===== src/rtl/cd_1001.sv =====
// cd_1001: Moore detector for serial pattern 1001, overlapping by default.
// Define CD_1001_NONOVERLAP_EN so that bits of a completed match are never reused.
module cd_1001 (
  input  logic clk,
  input  logic signal,
  output logic out,
  input  logic rst
);
  typedef enum logic [2:0] {S0, S1, S2, S3, S4} state_t;
  state_t state_q, state_d;
  logic out_q, out_d;
`ifdef CD_1001_NONOVERLAP_EN
  localparam state_t s4_on_0 = S0;
`else
  localparam state_t s4_on_0 = S2;
`endif
  always_comb begin
    state_d = S0;
    case (state_q)
      S0: state_d = signal ? S1 : S0;
      S1: state_d = signal ? S1 : S2;
      S2: state_d = signal ? S1 : S3;
      S3: state_d = signal ? S4 : S0;
      S4: state_d = signal ? S1 : s4_on_0;
      default: state_d = S0;
    endcase
    // out_q tracks state_q == S4 exactly, so it has no path from signal
    out_d = state_d == S4;
  end
  always_ff @(posedge clk) begin
    if (rst) begin
      state_q <= S0;
      out_q <= 1'b0;
    end else begin
      state_q <= state_d;
      out_q <= out_d;
    end
  end
  assign out = out_q;
endmodule


===== config.mk =====
export PLATFORM = sky130hd
export DESIGN_NAME = cd_1001
export DESIGN_NICKNAME = d
export VERILOG_FILES = /design/src/rtl/cd_1001.sv
export SDC_FILE = /design/constraint.sdc
export NUM_CORES = 1
export LEC_CHECK = 0
export BUFFER_PORTS_ARGS = -buffer_cell sky130_fd_sc_hd__buf_2
export CAP_MARGIN = 30
export CELL_PAD_IN_SITES_DETAIL_PLACEMENT = 0
export CELL_PAD_IN_SITES_GLOBAL_PLACEMENT = 2
export CORE_AREA = 2 2 39 41
export DETAILED_ROUTE_END_ITERATION = 12
export DIE_AREA = 0 0 41 43
export GPL_TIMING_DRIVEN = 0
export MAX_ROUTING_LAYER = met4
export PLACE_DENSITY = 0.35
export SYNTH_ARGS = -nofsm -noshare
export SYNTH_HDL_FRONTEND = slang
export SYNTH_SLANG_ARGS = --single-unit

===== constraint.sdc =====
create_clock -name clk -period 1.01 [get_ports clk]
set_input_delay 0.202 -clock clk [delete_from_list [all_inputs] [get_ports clk]]
set_output_delay 0.202 -clock clk [all_outputs]
set_load 0.02 [all_outputs]

==> key figures <==
Timing
  – Final Setup Violations: 0
  – Worst Skew: 0.00343 ns
  – Final hold vios: 0
  – Final min period: 0.889 ns
  – Max Fclk: 1130 MHz
  – Pins Over Slew Limit: 0
  – Period utilisation layout: 88.0%
  – Max-slew headroom: 86.4%
  – Final hold slack: 0.189 ns
  – Setup TNS: 0 ns
  – Worst-Margin Slew: 0.202 ns
  – Unrepaired setup endpoints after global routing: no

Clock network
  – Post-cts repair resize count: 0
  – CTS root buf: clkbuf_4
  – CTS Hold Bufs: 0
  – CTS max path bufs: 2
  – Postcts setup bufs: 0
  – Clk_lat worst skew: 0.23 ns
  – H-Tree Depth: 1
  – Clock sinks: 4
  – TritonCTS clock tree: yes
  – Total CTS buffers: 3
  – Clk slew on worst S/H paths: 0.03 ns

Die
  – # IOs: 4
  – Die area: 1760 um2
  – Placeable Area: 1380 um2
  – FP Rows: 14
  – Die height: 43 um
  – Starting density of the core: 11.1%
  – Die Span X: 41 um

Power and ir drop
  – VDD IR max: 0.453 mV
  – PD cells: 1830 nW/um2
  – Sequential fraction of design power: 43.9%
  – Clk network pwr share: 50.0%
  – Sw frac: 20.5%
  – Net switching power: 0.0790 mW
  – Static Leakage: 0.0811 nW
  – Pint: 0.307 mW
  – Comb power frac: 6.0%

Yosys
  – Post-Syn Nets: 19
  – Library cells used by synthesis: 10
  – Syn Inst Count: 16
  – Largest area contributor in the netlist: dfxtp_1
  – Top post-synthesis cells by area: dfxtp_1, nor4b_2, nor4_1
  – Yosys top cell area share: 52.0%
  – Yosys reg bits: 4
  – Yosys warnings: 0
  – Avg Inst Size Synth: 9.62 um2
  – Mapped Area: 154 um2
  – Sequential-to-total area share from yosys stat: 52.0%

Job
  – # Max-Cap Violations: 0

Drt
  – Vias per inst: 3.42
  – Residual DRC count: 0
  – Post-Route WL: 308 um
  – Vias: 130
  – Drt pass-1 iters: 2
  – Wire per inst: 8.11 um
  – Initial DRC Count: 3
  – Detail Route Antenna Nets: 0

Hold path
  – Hold Path Sink: state_q[1]
  – Worst Min Path Start: signal
  – WHS Path Cells: 2
  – Hold crit path type: input pin to register

Final layout
  – Area delta synth->final: 37.4%
  – Final nets: 27
  – Antenna diodes: 0
  – Most common cell after layout, fill and taps aside: dfxtp_1
  – Core Util, Final: 15.3%
  – Layout cells sized above 1: 31.8%
  – Commonest cells after routing, fill and taps aside: dfxtp_1, clkbuf_4, buf_2

Worst setup path
  – R2R cell count: 3
  – Crit path launch type: register
  – Reg2Reg Capture Point: state_q[1]
  – Setup crit end kind: register
  – Critical path class: register to register
  – CP required: 1.15 ns
  – R2r setup slk: 0.12 ns
  – Crit path DAT: 1.03 ns
  – Critical Path Start: state_q[0]
  – CP Max Fanout: 5
  – RR Startpoint: state_q[0]

Global routing
  – Pin count of the biggest net entering global routing: 7
  – Total gr overflow: 0
  – Global Route met3 Usage: 1.57%
  – Met2 usage: 5.94%
  – Met1 global-route usage: 4.81%
  – Vias in the first global route: 122
  – First-pass GRT wire length: 496 um
  – Gr usage total: 5.34%
  – GRT Max-Usage Layer: met4
  – Initial antenna violation count: 0

Place
  – GPL Wtd Cong: 0.680
  – DPL Wire Length: 245 um
  – Input/output buffers: 3

Run status
  – Status: finished clean
final cells by class:
class	instances	area (um2)
Fill cell	156	1170
Sequential cell	4	80.1
Multi-Input combinational cell	11	70.1
Clock buffer	3	22.5
Tap cell	16	20.0
Timing Repair Buffer	3	15.0
Inverter	1	3.75
flip-flops by register name, indices dropped and copies added, names as in the netlist:
register / flops
state_q: 3
out: 1
worst max-delay path, stage by stage (launching register included):
cell,delay [ns]
dfxtp_1,0.39
xor2_1,0.16
nor2_1,0.06
nor4b_2,0.19
synth_stat cells:
library cell,n
a31oi_1,1
inv_1,1
nor2_1,2
nor4_1,2
o21ai_0,1
dfxtp_1,4
xor2_1,1
nor4b_2,1
nand2_1,2
nor3b_1,1
cells by family after synthesis:
group / Yosys count / synth area share, %
xor gates and xnor gates: 1 / 5.69
and+or+nand+nor: 8 / 32.5
buffers and inverters: 1 / 2.44
AOI/OAI and AO/OA: 2 / 7.32
DFF: 4 / 52.0
power groups by stage:
stage | Combinational [mW] | Clock [mW] | Sequential, mW
6_report | 0.0232 | 0.193 | 0.170
5_1_grt | 0.0262 | 0.215 | 0.171
4_1_cts | 0.0236 | 0.208 | 0.170
3_5_place_dp | 0.0234 | 0 | 0.172
3_3_place_gp | 0.0239 | 0 | 0.173
2_1_floorplan | 0.0134 | 0 | 0.171
metal layers:
layer	vias up	part of all wire, %
met3	0	10
li1	71	-
met4	0	0
met1	55	36
met2	4	53
met5	-	0
worst max path at each step:
stage / endpoint
after global placement: state_q[1]
after detailed placement: state_q[1]
after floorplan: state_q[1]
final: state_q[1]
after global routing: state_q[1]
after CTS: state_q[1]
through the flow:
stage,worst slack [ns],power [mW],instance area [um2],std cells
floorplan,0.182,0.185,154,16
global placement,0.0980,0.197,189,35
detailed placement,0.121,0.196,189,35
CTS,0.107,0.402,211,38
global route,0.0381,0.412,211,38
finish,0.121,0.386,211,38
No activity file was read; power rests on OpenSTA's default activity.
